<file path="src/rtl/huff_canon_ctrl.sv">
// Canonical Huffman code sequencer: clears and loads a per-symbol length array,
// builds base codes from the length histogram, then streams (sym, len, code).
module huff_canon_ctrl #(
    parameter int LEN_WIDTH = 6,
    parameter int SYM_NUM   = 256,
    parameter int MAX_LEN   = 16,
    localparam int SYM_W    = $clog2(SYM_NUM)
) (
    input  logic                 clk,
    input  logic                 rst,
    input  logic                 start,
    input  logic                 in_valid,
    output logic                 in_ready,
    input  logic [SYM_W-1:0]     in_sym,
    input  logic [LEN_WIDTH-1:0] in_len,
    input  logic                 in_last,
    output logic                 out_valid,
    input  logic                 out_ready,
    output logic [SYM_W-1:0]     out_sym,
    output logic [LEN_WIDTH-1:0] out_len,
    output logic [MAX_LEN-1:0]   out_code,
    output logic                 busy,
    output logic                 done,
    output logic                 err
);
    localparam int LW = $clog2(MAX_LEN + 1);
    localparam int CW = SYM_W + 1;
    localparam int NW = MAX_LEN + 1;
    localparam logic [LEN_WIDTH-1:0] MAXL = LEN_WIDTH'(MAX_LEN);
    localparam logic [SYM_W-1:0]     LAST = SYM_W'(SYM_NUM - 1);
    localparam logic [LW-1:0]        LTOP = LW'(MAX_LEN);

    typedef enum logic [2:0] {IDLE, CLEAR, LOAD, BASE, ASSIGN, FLUSH} state_t;
    state_t state, state_n;

    logic [LEN_WIDTH-1:0] mem [0:SYM_NUM-1];
    logic [CW-1:0]        bl_count [0:MAX_LEN];
    logic [NW-1:0]        next_code [0:MAX_LEN];
    logic [SYM_W-1:0]     idx, addr;
    logic [LW-1:0]        lidx, old_l, new_l;
    logic [NW-1:0]        code, code_n, prev_cnt;
    logic [LEN_WIDTH-1:0] rd, wdata;
    logic                 acc, bad_len, old_ok, we, kraft_fail, adv, emit;

    // Single array port: LOAD addresses by the incoming symbol, CLEAR/ASSIGN by the sweep index
    assign addr    = (state == LOAD) ? in_sym : idx;
    assign rd      = mem[addr];
    assign acc     = (state == LOAD) && in_valid;
    assign bad_len = in_len > MAXL;
    assign old_ok  = (rd != '0) && (rd <= MAXL);
    assign old_l   = rd[LW-1:0];
    assign new_l   = in_len[LW-1:0];
    assign we      = (state == CLEAR) || acc;
    assign wdata   = ((state == CLEAR) || bad_len) ? '0 : in_len;

    assign prev_cnt   = (lidx == LW'(1)) ? '0 : NW'(bl_count[lidx - LW'(1)]);
    assign code_n     = (code + prev_cnt) << 1;
    assign kraft_fail = ((NW+1)'(code_n) + (NW+1)'(bl_count[lidx])) > ((NW+1)'(1) << lidx);

    assign adv  = (state == ASSIGN) && (!out_valid || out_ready);
    assign emit = adv && old_ok;

    assign in_ready = (state == LOAD);
    assign busy     = (state != IDLE);
    assign done     = (state == FLUSH) && !out_valid;

    always_ff @(posedge clk) begin
        if (we) mem[addr] <= wdata;
    end

    always_ff @(posedge clk or posedge rst) begin
        if (rst) state <= IDLE;
        else     state <= state_n;
    end

    always_comb begin
        state_n = state;
        case (state)
            IDLE:   if (start) state_n = CLEAR;
            CLEAR:  if (idx == LAST) state_n = LOAD;
            LOAD:   if (acc && in_last) state_n = BASE;
            BASE:   if (lidx == LTOP) state_n = (err || kraft_fail) ? FLUSH : ASSIGN;
            ASSIGN: if (adv && idx == LAST) state_n = FLUSH;
            FLUSH:  if (!out_valid) state_n = IDLE;
            default: state_n = IDLE;
        endcase
    end

    always_ff @(posedge clk or posedge rst) begin
        if (rst) begin
            idx       <= '0;
            lidx      <= '0;
            code      <= '0;
            err       <= 1'b0;
            out_valid <= 1'b0;
            out_sym   <= '0;
            out_len   <= '0;
            out_code  <= '0;
            for (int l = 0; l <= MAX_LEN; l++) begin
                bl_count[l]  <= '0;
                next_code[l] <= '0;
            end
        end else begin
            case (state)
                IDLE: if (start) begin
                    err  <= 1'b0;
                    idx  <= '0;
                    lidx <= LW'(1);
                    code <= '0;
                    for (int l = 0; l <= MAX_LEN; l++) bl_count[l] <= '0;
                end
                CLEAR: idx <= idx + 1'b1;
                LOAD: if (acc) begin
                    if (bad_len) err <= 1'b1;
                    else begin
                        // Rewriting a symbol moves its count rather than adding a second one
                        for (int l = 1; l <= MAX_LEN; l++)
                            bl_count[l] <= bl_count[l]
                                - {{(CW-1){1'b0}}, (old_ok && old_l == LW'(l))}
                                + {{(CW-1){1'b0}}, (in_len != '0 && new_l == LW'(l))};
                    end
                end
                BASE: begin
                    next_code[lidx] <= code_n;
                    code            <= code_n;
                    lidx            <= lidx + 1'b1;
                    if (kraft_fail) err <= 1'b1;
                end
                ASSIGN: if (adv) begin
                    idx       <= idx + 1'b1;
                    out_valid <= emit;
                    if (emit) begin
                        out_sym          <= idx;
                        out_len          <= rd;
                        out_code         <= next_code[old_l][MAX_LEN-1:0];
                        next_code[old_l] <= next_code[old_l] + 1'b1;
                    end
                end
                FLUSH: if (out_ready) out_valid <= 1'b0;
                default: ;
            endcase
        end
    end
endmodule

</file>
<file path="config.mk">
export PLATFORM = sky130hd
export DESIGN_NAME = huff_canon_ctrl
export DESIGN_NICKNAME = d
export VERILOG_FILES = /design/src/rtl/huff_canon_ctrl.sv
export SDC_FILE = /design/constraint.sdc
export NUM_CORES = 2
export LEC_CHECK = 0
export CAP_MARGIN = 20
export CORE_UTILIZATION = 40
export CTS_CLUSTER_DIAMETER = 60
export CTS_CLUSTER_SIZE = 16
export DETAILED_ROUTE_END_ITERATION = 12
export SLEW_MARGIN = 20
export SYNTH_ARGS = -nofsm -noshare
export SYNTH_HDL_FRONTEND = slang
export SYNTH_SLANG_ARGS = --single-unit
</file>
<file path="constraint.sdc">
create_clock -name clk -period 16.3 [get_ports clk]
set_input_delay 3.26 -clock clk [delete_from_list [all_inputs] [get_ports clk]]
set_output_delay 3.26 -clock clk [all_outputs]
set_load 0.02 [all_outputs]
</file>
==> results.yml <==
worst_hold_path:
  min_delay_worst_endpoint: "out_sym[1]$_DFFE_PP0P_"
  holdCritPathClass: "reg2reg"
  hold_path_startpoint: "out_sym[1]$_DFFE_PP0P_"
  whs_path_depth: 2
synthesis:
  synth.ff_latch_count: 2015
  synth-async-reset-ratio_pct: 23.8
  yosys.area.top_type_share_pct: 47.1
  synth_cell_types: 97
  synthTopCellsByCount: "sky130_fd_sc_hd__edfxtp_1 (1536), sky130_fd_sc_hd__nand2_1 (1192), sky130_fd_sc_hd__nor2_1 (568), sky130_fd_sc_hd__dfrtp_1 (479), sky130_fd_sc_hd__mux2i_1 (467)"
  syn_area_per_cell_um2: 11.8
  number_of_warning_messages_in_the_yosys_log: 0
  synth-edff-count: 1536
  syn-cell-area_um2: 98000
  synthCells: 8299
  synth-main-ff-cell: "sky130_fd_sc_hd__edfxtp_1"
  netlist_top_cells_area: "sky130_fd_sc_hd__edfxtp_1 (47%), sky130_fd_sc_hd__dfrtp_1 (12%), sky130_fd_sc_hd__mux2i_1 (4.8%)"
  sequential_area_share_after_synthesis_pct: 59.3
  synth_largest_area_cell: "sky130_fd_sc_hd__edfxtp_1"
  most_frequent_cell_after_synthesis: "sky130_fd_sc_hd__edfxtp_1"
worst_setup_path:
  worst_r2r_endpoint: "next_code[62]$_DFFE_PP0P_"
  path_class: "in2reg"
  worstSetupStartpoint: "in_sym[2]"
  worstReg2RegStart: "state[1]$_DFFE_PP0P_"
  timing.critical_path.to_type: "register"
  worst_setup_path_start_kind: "input pin"
  worst_ep_required_time_ps: 17000
  path_max_fanout: 22
  depth_of_the_worst_register_to_register_path: 21
  ff2ff_setup_slack_ps: 4840
  crit_arrival_ps: 13180
sta:
  slew-limit-headroom_pct: 9.16
  setup_viol_count_final: 0
  worst_hold_slack_ps: 482
  final.setup_skew_ps: 53.9
  hold_viol: 0
  worst_slew_pin_slew_ps: 1350
  final.setup.tns_ps: 0
  finalWorstPathRequiredPeriod_ps: 12470
  setup_repair_after_global_routing_missed_its_margin: "false"
  finalCritPeriodShare_pct: 76.5
  maxClockFrequency_mhz: 80.2
  number_of_max_slew_violations_in_the_final_report: 0
clock_tree:
  ctsHtreeMaxLevel: 4
  clk_transition_reported_paths_ps: 70
  cts-root-to-sink-buffers: 3
  cts_resized: 0
  tritoncts: "done"
  cts.root.buffer_cell: "sky130_fd_sc_hd__clkbuf_16"
  post-cts-setup-buffers: 0
  worst_skew_pair.late_latency_ps: 880
  cts.sinks: 2015
  numCtsBuffers: 175
  cts_hold_repair.buffers: 0
cells_and_area:
  final_layout_size_suffix_gt1_share_pct: 9.50
  fillers: 22093
  post_layout_nonfiller_instances: 11777
  nets: 8685
  area_delta_synth_final_pct: 11.3
grt:
  overflow: 0
  globalRouteTotalUtil_pct: 29.8
  antenna_found_initial: 19
  grt_start_max_net_pins: 226
  grt_pass1_vias: 70777
  first_pass_grt_wire_length_mm: 532
die:
  io_pins: 55
  core_um2: 243000
  placementRows: 181
  initial_utilization_pct: 40.2
  dieHeight_um: 497
  floorplan.die_area_um2: 247000
  fp.dieW_um: 497
outcome:
  outcome: "complete, no violations"
drt:
  detailroute.via_count: 74356
  post_drt_wl_per_cell_um: 32.1
  first_iter_violations: 10443
  drc: 0
  ant_nets: 0
  drtPass1Iterations: 7
  post_drt_via_cell_ratio: 6.31
  route.final.wire_length_mm: 378
placement:
  place.gp.congestion: 0.983
  dp_hpwl_mm: 249
  place.port_buffers: 54
  post-place-cells: 11487
power:
  irDropWorstVdd_v: 0.000208
  power_density_nw_per_um2: 196
  power.leakage_uw: 0.0397
  p_total_uw: 21300
run:
  drv.max_cap_violation_count: 0
==> critical path: stages <==
cell and delay (ps):
sky130_fd_sc_hd__clkdlybuf4s50_1 460, sky130_fd_sc_hd__buf_4 280, sky130_fd_sc_hd__nand4bb_2 670, sky130_fd_sc_hd__buf_4 510, sky130_fd_sc_hd__o22ai_4 760, sky130_fd_sc_hd__buf_4 420, sky130_fd_sc_hd__nand3_1 150, sky130_fd_sc_hd__o211ai_1 590
sky130_fd_sc_hd__o41ai_1 520, sky130_fd_sc_hd__or3_1 600, sky130_fd_sc_hd__nor4_4 420, sky130_fd_sc_hd__buf_4 430, sky130_fd_sc_hd__nand2_1 270, sky130_fd_sc_hd__nor2_1 1050, sky130_fd_sc_hd__a22oi_1 280, sky130_fd_sc_hd__and3_1 380
sky130_fd_sc_hd__nor4_1 800, sky130_fd_sc_hd__and2_1 290, sky130_fd_sc_hd__mux2i_1 760, sky130_fd_sc_hd__a31oi_1 180
==> cells by family (layout without fill, tap and decap cells) <==
| logic type | Yosys count | in the layout | synth area share, % |
|---|---|---|---|
| simple gates | 2668 | 2668 | 12.0 |
| flops | 2015 | 2015 | 59.3 |
| compound gates | 1755 | 1755 | 12.4 |
| buf+inv | 831 | 846 | 3.66 |
| mux | 657 | 657 | 8.36 |
| fa+ha+maj | 205 | 205 | 2.75 |
| xor+xnor | 167 | 167 | 1.49 |
| other cells | 1 | 262 | 0.00383 |
==> worst max-delay path by stage <==
stage | cells after the start | to
floorplan | 1 | bl_count[0]$_DFFE_PP0P_
global placement | 31 | bl_count[143]$_DFFE_PP0P_
detailed placement | 31 | bl_count[143]$_DFFE_PP0P_
CTS | 31 | bl_count[143]$_DFFE_PP0P_
global route | 31 | bl_count[143]$_DFFE_PP0P_
finish | 20 | next_code[62]$_DFFE_PP0P_
==> placed cells by master (no fill, tap or decap), types with 38 or more instances in the layout <==
cell type                         synthesis  layout
sky130_fd_sc_hd__mux4_2                 122     122
sky130_fd_sc_hd__a221oi_1                41      41
sky130_fd_sc_hd__nand2_1               1192    1175
sky130_fd_sc_hd__a221o_1                 44      44
sky130_fd_sc_hd__a311oi_1                54      52
sky130_fd_sc_hd__clkdlybuf4s50_1          0      52
sky130_fd_sc_hd__o211ai_1                58      58
sky130_fd_sc_hd__mux2i_1                467     463
sky130_fd_sc_hd__edfxtp_1              1536    1536
sky130_fd_sc_hd__conb_1                   1     256
sky130_fd_sc_hd__a21oi_1                306     301
sky130_fd_sc_hd__xnor2_1                144     144
sky130_fd_sc_hd__and3_1                  48      48
sky130_fd_sc_hd__clkbuf_16                0     180
sky130_fd_sc_hd__a31oi_1                 63      60
sky130_fd_sc_hd__inv_1                  255     253
sky130_fd_sc_hd__buf_4                   38     233
sky130_fd_sc_hd__o21bai_1                71      71
sky130_fd_sc_hd__nor2b_1                 59      59
sky130_fd_sc_hd__a22o_1                  86      86
sky130_fd_sc_hd__nand4_1                 50      50
sky130_fd_sc_hd__ha_1                   185     184
sky130_fd_sc_hd__o31ai_1                 76      76
sky130_fd_sc_hd__a22oi_1                178     177
sky130_fd_sc_hd__o21ai_0                305     303
sky130_fd_sc_hd__a32oi_1                 39      39
sky130_fd_sc_hd__and2_1                  43      38
sky130_fd_sc_hd__mux2_2                  59      59
sky130_fd_sc_hd__nor2_1                 568     548
sky130_fd_sc_hd__a211oi_1                92      92
sky130_fd_sc_hd__o22ai_1                 92      88
sky130_fd_sc_hd__nor3_1                  87      85
sky130_fd_sc_hd__dfrtp_1                479     475
sky130_fd_sc_hd__nand3_1                463     463
==> layer usage <==
metal / part of all wire, % / track usage, % / up-vias
met5: 0.035 / 0 / -
met4: 6.8 / 17.2 / 18
met3: 11 / 7.37 / 1046
met2: 44 / 44.9 / 4665
met1: 38 / 39.1 / 37434
li1: - / - / 31193
==> state kept, by name (all words and copies together) (netlist names), 3 cells and up <==
signal,count
mem,1536
out_sym,8
bl_count,144
code,15
next_code,272
out_len,6
lidx,5
idx,8
state,3
out_code,16
==> cell type report <==
class | instances | area [um2] | area share [%]
diodes | 6 | 15.0 | 0.0138
clock buffers | 201 | 4600 | 4.22
clock inverters | 83 | 1050 | 0.962
inverters | 259 | 983 | 0.902
multi-input cells | 5708 | 37700 | 34.6
flip-flops and latches | 2015 | 58100 | 53.3
well taps | 3202 | 4010 | 3.67
repair buffers | 303 | 2600 | 2.38
==> stage by stage <==
step                      utilization [%]  setup WS, ps  area (um2)
after floorplan                         -          6550       98900
after global placement               42.4          3060      103000
after detailed placement             42.5          3440      103000
after CTS                            44.8          4310      109000
after global routing                 44.8          3780      109000
final                                44.8          3830      109000
==> report_power, final <==
group          internal [uW]  switching (uW)
logic                   3090            7670
clock network           2260            2070
registers               5910             323
total                  11300           10100
Power figures use the tool's default switching activity.
